==> src/rtl/ifu.sv <==
// Instruction fetch unit: credit-limited in-order fetch into a small instruction
// buffer, with redirect handling that drops responses to stale in-flight requests.
module ifu #(
  parameter logic [63:0] RESET_PC = 64'h0000_0000_0000_0000,
  parameter int          DEPTH    = 2
) (
  input  logic        clk,
  input  logic        rst,
  output logic        imem_req_valid,
  input  logic        imem_req_ready,
  output logic [63:0] imem_req_addr,
  input  logic        imem_rsp_valid,
  input  logic [31:0] imem_rsp_data,
  input  logic        redirect_valid,
  input  logic [63:0] redirect_pc,
  output logic        out_valid,
  input  logic        out_ready,
  output logic [31:0] out_instr,
  output logic [63:0] out_pc
);

  localparam int CW = $clog2(DEPTH + 1);
  localparam int AW = (DEPTH > 1) ? $clog2(DEPTH) : 1;
  localparam logic [CW:0]   DEPTH_W = (CW + 1)'(DEPTH);
  localparam logic [AW-1:0] LAST_W  = AW'(DEPTH - 1);

  logic [63:0]   fetch_pc_r;
  logic [63:0]   rsp_pc_r;
  logic [CW-1:0] outstanding_r;
  logic [CW-1:0] discard_cnt_r;
  logic [CW-1:0] count_r;
  logic [AW-1:0] head_r;
  logic [AW-1:0] tail_r;
  logic [31:0]   instr_mem_r [DEPTH];
  logic [63:0]   pc_mem_r    [DEPTH];

  logic [CW:0]   occupancy_s;
  logic          req_valid_s;
  logic          req_fire_s;
  logic          rsp_fire_s;
  logic          push_s;
  logic          out_valid_s;
  logic          pop_s;
  logic          not_empty_s;
  logic [63:0]   redirect_aligned_s;

  function automatic logic [AW-1:0] ptr_inc(input logic [AW-1:0] p);
    ptr_inc = (p == LAST_W) ? {AW{1'b0}} : p + AW'(1);
  endfunction

  // Handshake qualification; a request is only offered when a buffer slot is reserved for it.
  always_comb begin
    occupancy_s        = {1'b0, outstanding_r} + {1'b0, count_r};
    not_empty_s        = (count_r != {CW{1'b0}});
    req_valid_s        = !rst && !redirect_valid && (occupancy_s < DEPTH_W);
    req_fire_s         = req_valid_s && imem_req_ready;
    rsp_fire_s         = !rst && imem_rsp_valid && (outstanding_r != {CW{1'b0}});
    push_s             = rsp_fire_s && (discard_cnt_r == {CW{1'b0}}) && !redirect_valid;
    out_valid_s        = !rst && not_empty_s && !redirect_valid;
    pop_s              = out_valid_s && out_ready;
    redirect_aligned_s = {redirect_pc[63:2], 2'b00};
  end

  assign imem_req_valid = req_valid_s;
  assign imem_req_addr  = rst ? RESET_PC : fetch_pc_r;
  assign out_valid      = out_valid_s;
  assign out_instr      = (!rst && not_empty_s) ? instr_mem_r[head_r] : 32'h0000_0000;
  assign out_pc         = (!rst && not_empty_s) ? pc_mem_r[head_r]    : 64'h0;

  // Control state: PCs, credit counters, discard counter and FIFO pointers.
  always_ff @(posedge clk) begin
    if (rst) begin
      fetch_pc_r    <= RESET_PC;
      rsp_pc_r      <= RESET_PC;
      outstanding_r <= {CW{1'b0}};
      discard_cnt_r <= {CW{1'b0}};
      count_r       <= {CW{1'b0}};
      head_r        <= {AW{1'b0}};
      tail_r        <= {AW{1'b0}};
    end else begin
      outstanding_r <= outstanding_r + CW'(req_fire_s) - CW'(rsp_fire_s);
      if (redirect_valid) begin
        // Everything still in flight belongs to the old path and must be dropped.
        fetch_pc_r    <= redirect_aligned_s;
        rsp_pc_r      <= redirect_aligned_s;
        discard_cnt_r <= outstanding_r - CW'(rsp_fire_s);
        count_r       <= {CW{1'b0}};
        head_r        <= {AW{1'b0}};
        tail_r        <= {AW{1'b0}};
      end else begin
        if (req_fire_s) begin
          fetch_pc_r <= fetch_pc_r + 64'd4;
        end
        if (rsp_fire_s && (discard_cnt_r != {CW{1'b0}})) begin
          discard_cnt_r <= discard_cnt_r - CW'(1);
        end
        if (push_s) begin
          tail_r   <= ptr_inc(tail_r);
          rsp_pc_r <= rsp_pc_r + 64'd4;
        end
        if (pop_s) begin
          head_r <= ptr_inc(head_r);
        end
        count_r <= count_r + CW'(push_s) - CW'(pop_s);
      end
    end
  end

  // Buffer storage; contents are only meaningful between head and tail.
  always_ff @(posedge clk) begin
    if (push_s) begin
      instr_mem_r[tail_r] <= imem_rsp_data;
      pc_mem_r[tail_r]    <= rsp_pc_r;
    end
  end

endmodule

==> config.mk <==
export PLATFORM = sky130hd
export DESIGN_NAME = ifu
export DESIGN_NICKNAME = d
export VERILOG_FILES = /design/src/rtl/ifu.sv
export SDC_FILE = /design/constraint.sdc
export NUM_CORES = 1
export LEC_CHECK = 0
export BUFFER_PORTS_ARGS = -buffer_cell sky130_fd_sc_hd__clkbuf_2
export CAP_MARGIN = 25
export CORE_AREA = 4 4 163 165
export DETAILED_ROUTE_END_ITERATION = 7
export DIE_AREA = 0 0 167 169
export PLACE_DENSITY = 0.84
export SYNTH_ARGS = -nofsm -noshare
export SYNTH_HDL_FRONTEND = slang
export SYNTH_SLANG_ARGS = --single-unit
==> constraint.sdc <==
create_clock -name clk -period 17.2 [get_ports clk]
set_clock_uncertainty 0.1 [all_clocks]
set_input_delay 0.86 -clock clk [delete_from_list [all_inputs] [get_ports clk]]
set_output_delay 0.86 -clock clk [all_outputs]
set_load 0.05 [all_outputs]
## Yosys cells after proc, flatten, opt, wreduce, memory -nomap -nowiden

Memory sizes are Yosys's and may differ from the RTL's. A register that Yosys moved wholly into a read port is not among the register bits.
Index checks and enable logic that the tools add are counted.

| operators by class | value |
|---|---|
| eq/ne operators | 0 |
| muxes and demuxes | 17 |
| add/sub/neg operators | 11 |
| multiply operators | 0 |
| shift operators | 0 |
| div/mod/pow operators | 0 |
| reduce and logical (&&, ||, !) cells | 21 |
| bitwise logic cells | 0 |
| $lt $le $gt $ge | 1 |

Operators with widths:

| operator | count |
|---|---|
| $mux W64 | 6 |
| $add A64 B3 Y64 const B | 2 |
| $mux W32 | 1 |
| $reduce_bool A2 Y1 | 6 |
| $logic_and A1 B1 Y1 | 11 |
| $mux W1 | 8 |
| $sub A2 B1 Y2 | 3 |
| $add A2 B1 Y2 | 2 |
| $mux W2 | 2 |
| $add A2 B2 Y3 | 1 |
| $lt A3 B2 Y1 const B | 1 |
| $add A1 B1 Y1 const B | 2 |
| $logic_not A1 Y1 | 2 |
| $logic_not A2 Y1 | 1 |
| $reduce_or A2 Y1 | 1 |
| $sub A2 B1 Y2 const B | 1 |

| storage, ports and cells | value |
|---|---|
| ROM bits | 0 |
| bits of input ports | 102 |
| output and inout bits | 162 |
| register bits | 136 |
| memories kept | 2 |
| latch bits | 0 |
| word-level logic and storage cells | 61 |
| RAM bits | 192 |

Memories:

| name | words | width | rd ports | clocked after memory_dff | write ports | RTL line | text |
|---|---|---|---|---|---|---|---|
| pc_mem_r | 2 | 64 | 1 | 1 | 1 | 35 | `logic [63:0] pc_mem_r [DEPTH];` |
| instr_mem_r | 2 | 32 | 1 | 1 | 1 | 34 | `logic [31:0] instr_mem_r [DEPTH];` |

## Depth between registers and ports, before layout

Gate-level depths: netlist (run 1).

| depth | value |
|---|---|
| word-level depth | 7 |
| gate-level depth with buffers | 12 |
| depth with buffers taken out | 11 |

## Worst setup path after synthesis (run 1)

Ideal clock, no wire load.

| path | value |
|---|---|
| path kind | in2reg |
| from | in rst |
| to | mem instr_mem_r[0][0] (enable) |
| data required time | 16.552 ns |
| setup time | 0.548 ns |
| path buffers | 2 |
| stages | 6 |
| slack | 10.602 ns |
| data arrival time | 5.951 ns |
| cells stage by stage | clkbuf_1 nand2b_1 nor3_1 clkbuf_1 nand2_1 nor2_1 |

| on the way | value |
|---|---|
| cells in the longest elaborated chain, start to end | 7 |

RTL lines:

| what | RTL line | text |
|---|---|---|
| start, declared | 8 | `input logic rst,` |
| $logic_not A1 Y1 | 57 | `rsp_fire_s = !rst && imem_rsp_valid && (outstanding_r != {CW{1'b0}});` |
| $logic_and A1 B1 Y1 (2 in series) | 57 |  |
| $logic_and A1 B1 Y1 (2 in series) | 58 | `push_s = rsp_fire_s && (discard_cnt_r == {CW{1'b0}}) && !redirect_valid;` |
| $mux W1 | 111 | `if (push_s) begin` |
| $mux W1 (implied by the code) | 112 | `instr_mem_r[tail_r] <= imem_rsp_data;` |
| end, declared | 34 |  |

No other way between the ends.

## Worst setup path after layout (run 1)

| path | value |
|---|---|
| from | in redirect_valid |
| to | mem instr_mem_r[0][21] (enable) |

| on the way | value |
|---|---|
| cells in the longest elaborated chain, start to end | 4 |

RTL lines:

| what | RTL line | text |
|---|---|---|
| start, declared | 14 | `input logic redirect_valid,` |
| $logic_not A1 Y1 | 58 |  |
| $logic_and A1 B1 Y1 | 58 |  |
| $mux W1 | 111 |  |
| $mux W1 (implied by the code) | 112 |  |

No other way between the ends.

==> flow_metrics.py, run 1 <==
metrics = {
    "run_status": {
        "status": "finished clean",
    },
    "synthesis": {
        "synth_xor_xnor_area_share_pct": 6.79,
        "yosys.area_share.simple_pct": 17.8,
        "synth_area_leader_cell": "edfxtp_1",
        "synth_top_cell_area_share_pct": 37.7,
        "synth_edf_count": 188,
        "synth_seq_area_share_pct": 55.5,
        "synth_compound_area_share_pct": 8.82,
        "synth_top_family_by_area": "simple AND/OR/NAND/NOR gates",
        "avgSynthCellArea_um2": 10.7,
        "ys_ff_latch": 321,
        "synthesis.instances": 1399,
        "synth_cell_types": 60,
        "synth_area_um2": 15000,
        "synth_area_leaders": "edfxtp_1 (38%), dfxtp_1 (18%), mux2i_1 (6.4%), xnor2_1 (4.5%), nor2_1 (4.1%)",
        "synth_mux_area_share_pct": 6.50,
        "yosys_warnings": 0,
        "synth-main-ff-cell": "edfxtp_1",
        "synthAdderAreaFrac_pct": 0.803,
        "async_flop_share_pct": 0,
    },
    "global_route": {
        "grt_pass1_wl_um": 59200,
        "grt_overflow": 0,
        "antenna_found_initial": 0,
        "grt_pass1_vias": 10840,
        "grt_use_total_pct": 25.9,
        "grt_max_degree": 95,
    },
    "pwr": {
        "p_leak_nw": 6.33,
        "vdd_drop_max_mv": 0.0636,
        "report.power.total_w": 0.00166,
        "power_density_nw_per_um2": 95.4,
    },
    "clocking": {
        "cts-root-buf": "clkbuf_16",
        "cts_setup_buffers": 0,
        "cts_tree": "yes",
        "cts_hold_repair.buffers": 0,
        "insertion_delay_ns": 0.56,
        "numCtsBuffers": 31,
        "clockBufferDepth": 3,
        "cts.sinks": 321,
        "htree_levels": 1,
        "postCtsResizedCells": 0,
        "clkTransAtPathRegs_ns": 0.06,
    },
    "cells_and_area": {
        "drive_gt1_share_pct": 20.5,
        "final_common_cell": "clkbuf_2",
        "layout.nets": 1733,
        "most-common-layout-cells": "clkbuf_2 (256), edfxtp_1 (188), nor2_1 (163), dfxtp_1 (132), mux2i_1 (96)",
        "fin_cells": 1976,
        "diodes": 0,
        "syn_to_final_growth_pct": 16.6,
    },
    "critical_path": {
        "path_delay_family": "buffers and inverters",
        "crit_cells": 6,
        "cp.required_ns": 17.26,
        "rrSetupSlack_ns": 13.65,
        "worstPathCellList": "clkbuf_2 > inv_2 > buf_4 > nand2_1 > nor2_4 > buf_4",
        "end_kind": "flop",
        "crit_arrival_ns": 4.32,
        "critPathBufInv": 4,
        "worstSetupPathType": "input port to flop",
        "cp_max_fo": 72,
        "r2r_cells": 9,
        "slowest_delay_ns": 0.87,
        "cp-start-kind": "input port",
        "crit_path_frequent_cell": "buf_4",
        "slowest_stage": "buf_4",
    },
    "floorplan": {
        "pin_count": 264,
        "core_um2": 25000,
        "die_w_um": 167,
        "std_cell_rows": 58,
        "start_util_pct": 59.8,
        "chipHeight_um": 169,
        "die-area_um2": 28200,
    },
    "placement": {
        "dp_hpwl_um": 26300,
        "routabilityCongestion": 1.00,
        "port_buffers": 257,
        "post-place-cells": 1918,
        "dpl_worst_slack_ns": 12.43,
    },
    "timing": {
        "finalSetupViolations": 0,
        "hold_slack_ns": 0.399,
        "min_period_over_period_pct": 24.8,
        "period_minus_slack_ns": 4.26,
        "slew_headroom_pct": 33.6,
        "hold_violations": 0,
        "max_clock_freq_mhz": 235,
        "rsz0062_at_grt": "false",
        "tightest_slew_ns": 0.996,
        "slew_violations": 0,
        "fin_ws_ns": 12.94,
        "tns_ns": 0,
    },
    "worst_hold_path": {
        "worstHoldPathType": "input port to flop",
        "hold_depth": 1,
    },
    "drt": {
        "drt_wl_total_um": 37700,
        "first_pass_iters": 6,
        "wire_per_inst_um": 19.1,
        "dr.first_iter.drc_count": 1080,
        "routed-via-count": 11478,
        "viasPerCell": 5.81,
        "drc": 0,
        "antenna_left": 0,
    },
    "job": {
        "drv_cap": 0,
    },
}
==> logic make-up (layout without fill, tap and decap cells) <==
family                   count (synthesis)  in the layout
other                                    1              4
adder cells (fa/ha/maj)                  9              9
XOR/XNOR                               116            116
multiplexers                            97             97
AO/OA/AOI/OAI                          199            199
flip-flops                             321            321
AND/OR/NAND/NOR                        514            514
buffers and inverters                  142            386
==> through the flow <==
step	util [%]	instance area, um^2
detailed placement	65.6	16400
global route	69.7	17400
CTS	69.6	17400
finish	69.7	17400
global placement	65.6	16400
floorplan	-	15000
==> metal layers <==
metal / part of all wire, % / GRT usage (%) / routed length (um) / vias up
met1: 43 / 38.4 / 16100 / 5399
li1: - / - / - / 5413
met4: 2.7 / 7.97 / 1020 / 0
met3: 9.9 / 4.25 / 3750 / 65
met5: 0 / 0 / 0 / -
met2: 45 / 39.4 / 16900 / 601
==> power by group <==
part           switching (W)  internal, W
sequential         0.0000340     0.000838
clock               0.000289     0.000369
combinational      0.0000864    0.0000472
total               0.000410      0.00125
==> cell type report <==
cell class                 count  area [um^2]
fill                        1878         7590
multi-input combinational    939         6120
clock buffer                  37          818
inverter                      63          236
timing repair buffer         266         1380
tap                          330          413
sequential                   321         8310
clock inverter                20          169
==> sequential cells by signal (all words and copies together) (netlist names), named ones only <==
signal         flops
instr_mem_r       64
outstanding_r      2
fetch_pc_r        62
head_r             1
tail_r             1
pc_mem_r         124
count_r            2
rsp_pc_r          62
discard_cnt_r      2
==> final timing paths <==
kind	start	end
setup / recovery	redirect_valid	instr_mem_r[0][21]
hold / removal	imem_rsp_data[26]	instr_mem_r[0][26]
setup reg to reg	outstanding_r[0]	outstanding_r[0]
hold reg to reg	rsp_pc_r[63]	pc_mem_r[1][63]
==> Yosys cell counts, drive strengths merged, types with 6 or more instances <==
library cell,number
or4,6
nor2b,57
or3,8
xnor2,77
nor4,21
nand4,42
o21ai,7
a21oi,59
nand2,56
a21boi,70
nor2,164
edfxtp,188
clkbuf,56
and2,7
dfxtp,133
and3,28
and4,10
mux2i,96
o21a,12
a211oi,16
buf,23
nand3,53
o22ai,10
inv,63
xor2,39
ha,8
nor3,45
(Power assumes the default switching activity.)
==> run 2: changes to the inputs <==
--- a/config.mk
+++ b/config.mk
@@ -7,10 +7,10 @@
 export LEC_CHECK = 0
 export BUFFER_PORTS_ARGS = -buffer_cell sky130_fd_sc_hd__clkbuf_2
 export CAP_MARGIN = 25
-export CORE_AREA = 4 4 163 165
+export CORE_AREA = 4 4 177 179
 export DETAILED_ROUTE_END_ITERATION = 7
-export DIE_AREA = 0 0 167 169
-export PLACE_DENSITY = 0.84
+export DIE_AREA = 0 0 181 183
+export PLACE_DENSITY = 0.76
 export SYNTH_ARGS = -nofsm -noshare
 export SYNTH_HDL_FRONTEND = slang
 export SYNTH_SLANG_ARGS = --single-unit
==> constraint.sdc (replaced) <==
create_clock -name clk -period 3.9 [get_ports clk]
set_clock_uncertainty 0.1 [all_clocks]
set_input_delay 0.195 -clock clk [delete_from_list [all_inputs] [get_ports clk]]
set_output_delay 0.195 -clock clk [all_outputs]
set_load 0.05 [all_outputs]
==> flow_metrics.py, run 2 (synthesis results as in run 1) <==
metrics = {
    "critical_path": {
        "worstSetupPathType": "flop to flop",
        "crit_arrival_ns": 3.30,
        "critPathBufInv": 0,
        "worstSetupStartpoint": "fetch_pc_r[8]",
        "slowest_stage": "nor4_1",
        "cp_max_fo": 10,
        "cp.required_ns": 4.21,
        "worstPathCellList": "nand4_1 > nor4_1 > nand4_1 > nor3_1 > xnor2_1 > a211oi_1",
        "cp-start-kind": "flop",
        "slowest_delay_ns": 0.71,
        "end_kind": "flop",
        "path_delay_family": "simple AND/OR/NAND/NOR gates",
        "timing.rr.start": "fetch_pc_r[8]",
        "crit_path_frequent_cell": "nand4_1",
    },
    "clocking": {
        "cts_setup_buffers": 0,
        "htree_levels": 2,
        "numCtsBuffers": 34,
        "clockBufferDepth": 3,
        "cts.sinks": 321,
        "cts-root-buf": "clkbuf_16",
        "cts_tree": "yes",
        "insertion_delay_ns": 0.51,
        "clkTransAtPathRegs_ns": 0.07,
    },
    "pwr": {
        "p_clk_share_pct": 43.7,
        "vdd_drop_max_mv": 0.286,
        "power_density_nw_per_um2": 430,
        "intPower_w": 0.00617,
        "p_leak_nw": 6.88,
        "p_sw_share_pct": 23.0,
        "switching_power_w": 0.00185,
        "p_seq_share_pct": 48.0,
        "comb_power_share_pct": 8.3,
        "report.power.total_w": 0.00802,
    },
    "cells_and_area": {
        "reg_top3": "pc_mem_r: 124 flops, instr_mem_r: 64 flops",
        "layout.nets": 1827,
        "drive_gt1_share_pct": 20.5,
        "largest-register": "pc_mem_r",
        "largest_register_ffs": 124,
        "fin_area_um2": 18700,
        "final_util_pct": 63.2,
        "final_common_cell": "clkbuf_2",
        "syn_to_final_growth_pct": 24.8,
        "most-common-layout-cells": "clkbuf_2 (256), edfxtp_1 (188), nor2_1 (163), dfxtp_1 (132), mux2i_1 (96)",
    },
    "drt": {
        "first_pass_iters": 6,
        "viasPerCell": 5.62,
        "routed-via-count": 12000,
        "wire_per_inst_um": 19.1,
        "drt_wl_total_um": 40800,
        "antenna_left": 0,
        "drc": 0,
        "dr.first_iter.drc_count": 832,
    },
    "global_route": {
        "antenna_found_initial": 3,
        "grt_use_total_pct": 23.9,
        "grt_pass1_vias": 11649,
        "grt_overflow": 0,
        "grt_max_degree": 95,
        "grt_pass1_wl_um": 63900,
    },
    "timing": {
        "min_period_over_period_pct": 76.7,
        "max_clock_freq_mhz": 334,
        "tns_ns": 0,
        "slew_violations": 0,
        "tightest_slew_ns": 0.887,
        "rsz0062_at_grt": "false",
        "period_minus_slack_ns": 2.99,
        "hold_violations": 0,
        "slew_headroom_pct": 40.9,
        "finalSetupViolations": 0,
        "hold_slack_ns": 0.0159,
    },
    "floorplan": {
        "core_um2": 29600,
        "chipHeight_um": 183,
        "die-area_um2": 33100,
        "std_cell_rows": 63,
        "pin_count": 264,
        "start_util_pct": 50.6,
        "die_w_um": 181,
    },
    "placement": {
        "routabilityCongestion": 0.908,
        "port_buffers": 257,
        "place_area_um2": 16700,
        "dp_hpwl_um": 27800,
    },
    "worst_hold_path": {
        "worstHoldPathType": "input port to flop",
        "hp-start": "redirect_pc[31]",
    },
    "job": {
        "drv_cap": 0,
    },
    "run_status": {
        "status": "finished clean",
    },
}
[run 2: per-layer routing]
layer	track usage (%)	part of all wire [%]	wire, um	vias to the layer above
li1	-	-	-	5627
met1	34.1	44	17800	5672
met2	37.4	45	18200	596
met3	3.89	8.0	3270	105
met4	8.32	3.7	1500	0
met5	0	0	0	-
[run 2: cell type report]
cell class / count / area, um^2
diodes: 3 / 7.51
multi-input cells: 939 / 6120
repair buffers: 357 / 2270
inverters: 63 / 236
fillers: 2352 / 10900
flip-flops and latches: 321 / 8310
clock inverters: 14 / 221
clock buffers: 47 / 1010
well taps: 390 / 488
[run 2: worst paths after layout]
path	slack, ns	cells past startpoint	endpoint
setup / recovery	0.91	6	fetch_pc_r[61]
setup reg to reg	0.91	6	fetch_pc_r[61]
hold reg to reg	0.41	0	pc_mem_r[0][45]
hold / removal	0.02	4	fetch_pc_r[31]
[run 2: tightest hold or removal path: cells and delay by family]
kind                   cells  cell delay, ns
AO/OA/AOI/OAI              2            0.27
buffers and inverters      2            0.12
[run 2: timing repair]
item | 4_1_cts | 5_1_grt
endpoints found under the hold margin | 145 | 0
resized for setup | 0 | 0
hold buffers | 77 | 0
[run 2: power groups by stage]
stage / clock network, W / registers [W] / logic (W)
2_1_floorplan: 0 / 0.00386 / 0.000419
3_3_place_gp: 0 / 0.00391 / 0.000576
3_5_place_dp: 0 / 0.00391 / 0.000588
4_1_cts: 0.00355 / 0.00384 / 0.000656
5_1_grt: 0.00369 / 0.00386 / 0.000716
6_report: 0.00351 / 0.00385 / 0.000666
[run 2: metrics by stage]
| stage | cells | worst slack (ns) |
|---|---|---|
| after floorplan | 1402 | 0.533 |
| after global placement | 1993 | 1.05 |
| after detailed placement | 1993 | 0.994 |
| after CTS | 2131 | 0.998 |
| after global routing | 2134 | 0.681 |
| final | 2134 | 0.907 |
==> run 3: changes to the inputs <==
==> constraint.sdc (replaced) <==
create_clock -name clk -period 2.63 [get_ports clk]
set_clock_uncertainty 0.1 [all_clocks]
set_input_delay 0.1315 -clock clk [delete_from_list [all_inputs] [get_ports clk]]
set_output_delay 0.1315 -clock clk [all_outputs]
set_load 0.05 [all_outputs]
==> flow_metrics.py, run 3 (synthesis results as in run 1) <==
metrics = {
    "drt": {
        "antenna_left": 0,
        "wl_met2_um": 18500,
        "routed-via-count": 12273,
        "drt_wl_total_um": 41900,
        "wire_per_inst_um": 19.0,
        "viasPerCell": 5.57,
        "met3_length_um": 3680,
        "highest_layer": "met5",
        "dr.first_iter.drc_count": 831,
        "wl_met1_um": 17800,
        "first_pass_iters": 5,
        "drc": 0,
    },
    "global_route": {
        "grt_pass1_vias": 12291,
        "grt_overflow": 0,
        "grt_use_total_pct": 24.5,
        "antenna_found_initial": 6,
        "grt_max_degree": 143,
        "grt_pass1_wl_um": 65600,
    },
    "floorplan": {
        "pin_count": 264,
        "core_um2": 29600,
        "start_util_pct": 50.6,
        "die-area_um2": 33100,
        "std_cell_rows": 63,
        "die_w_um": 181,
        "chipHeight_um": 183,
    },
    "critical_path": {
        "crit_arrival_ns": 2.88,
        "worstPathCellList": "and2_4 > fa_2 > or3b_4 > nor2_4 > inv_2 > ha_4 > inv_1 > ha_1 > nor2b_2",
        "slowest_stage": "fa_2",
        "cp.required_ns": 2.94,
        "r2r_cells": 9,
        "rrSetupSlack_ns": 0.06,
        "cp-start-kind": "flop",
        "slowest_delay_ns": 0.50,
        "cp_max_fo": 6,
        "worstSetupPathType": "flop to flop",
        "r2r-end": "outstanding_r[0]",
        "timing.rr.start": "count_r[0]",
        "end_kind": "flop",
    },
    "clocking": {
        "clkTransAtPathRegs_ns": 0.06,
        "htree_levels": 2,
        "cts_setup_buffers": 0,
        "insertion_delay_ns": 0.52,
        "clockBufferDepth": 3,
        "numCtsBuffers": 34,
        "cts.sinks": 321,
        "cts-root-buf": "clkbuf_16",
        "cts_tree": "yes",
    },
    "pwr": {
        "vdd_drop_max_mv": 0.370,
        "p_leak_nw": 7.14,
        "power_density_nw_per_um2": 590,
        "report.power.total_w": 0.0113,
    },
    "cells_and_area": {
        "most-common-layout-cells": "clkbuf_2 (256), edfxtp_1 (188), nor2_1 (160), dfxtp_1 (129), dlygate4sd3_1 (97)",
        "drive_gt1_share_pct": 23.3,
        "reg_top3": "pc_mem_r: 124 flops, instr_mem_r: 64 flops",
        "final_util_pct": 65.0,
        "largest_register_ffs": 124,
        "layout.nets": 1898,
        "final_common_cell": "clkbuf_2",
        "syn_to_final_growth_pct": 28.5,
        "largest-register": "pc_mem_r",
    },
    "timing": {
        "slew_violations": 0,
        "rsz0062_at_grt": "true",
        "period_minus_slack_ns": 2.57,
        "finalSetupViolations": 0,
        "max_clock_freq_mhz": 389,
        "slew_headroom_pct": 38.1,
        "tns_ns": 0,
        "hold_slack_ns": 0.0466,
        "tightest_slew_ns": 0.929,
        "hold_violations": 0,
        "min_period_over_period_pct": 97.7,
        "fin_ws_ns": 0.0609,
    },
    "worst_hold_path": {
        "min_to": "rsp_pc_r[3]",
        "hp-start": "imem_rsp_valid",
        "worstHoldPathType": "input port to flop",
        "hold_depth": 5,
    },
    "placement": {
        "routabilityCongestion": 0.929,
        "port_buffers": 257,
        "dpl_worst_slack_ns": 0.0156,
        "dp_hpwl_um": 28400,
    },
    "run_status": {
        "status": "finished clean",
    },
    "job": {
        "drv_cap": 0,
    },
}
-- run 3: metal layers --
metal  up-vias  global-route usage, %
li1       5765                      -
met1      5732                   33.4
met2       631                   38.3
met3       139                   5.16
met4         6                   11.0
met5         -                      0
-- run 3: through the flow --
stage / cells / cell area (um^2)
after floorplan: 1402 / 15100
after global placement: 2044 / 17200
after detailed placement: 2044 / 17200
after CTS: 2202 / 19200
after global routing: 2204 / 19200
final: 2204 / 19200
-- run 3: timing repair --
item | CTS | global route
hold buffers | 97 | 0
setup endpoints to repair | 0 | 13
gates resized for setup | 0 | 13
endpoints found under the hold margin | 195 | 0
-- run 3: worst max path at each step --
stage | start | end | cells after the start
global placement | count_r[0] | fetch_pc_r[15] | 7
detailed placement | count_r[0] | fetch_pc_r[15] | 7
floorplan | discard_cnt_r[1] | instr_mem_r[0][0] | 7
global route | count_r[0] | outstanding_r[0] | 9
finish | count_r[0] | outstanding_r[0] | 9
CTS | count_r[0] | fetch_pc_r[15] | 7
-- run 3: final cells by class --
cell class,instances,area (um^2)
Multi-Input combinational cell,939,6230
Clock buffer,43,885
Inverter,63,236
Timing Repair Buffer,428,2910
Antenna cell,2,5.00
Sequential cell,321,8320
Fill cell,2271,10300
Tap cell,390,488
Clock inverter,18,161
-- run 3: critical path, delay by kind of cell, from the launching register on --
kind          cells  cell delay (ns)
buf+inv           2             0.12
fa+ha+maj         3             1.02
simple gates      4             0.90
flops             1             0.33
-- run 3: power breakdown --
group          switching [W]  total, W  leakage (nW)  internal, W
registers           0.000180   0.00566          2.82      0.00548
logic               0.000675   0.00114          3.82     0.000462
clock network        0.00194   0.00454         0.506      0.00260
total                0.00280    0.0113          7.14      0.00855
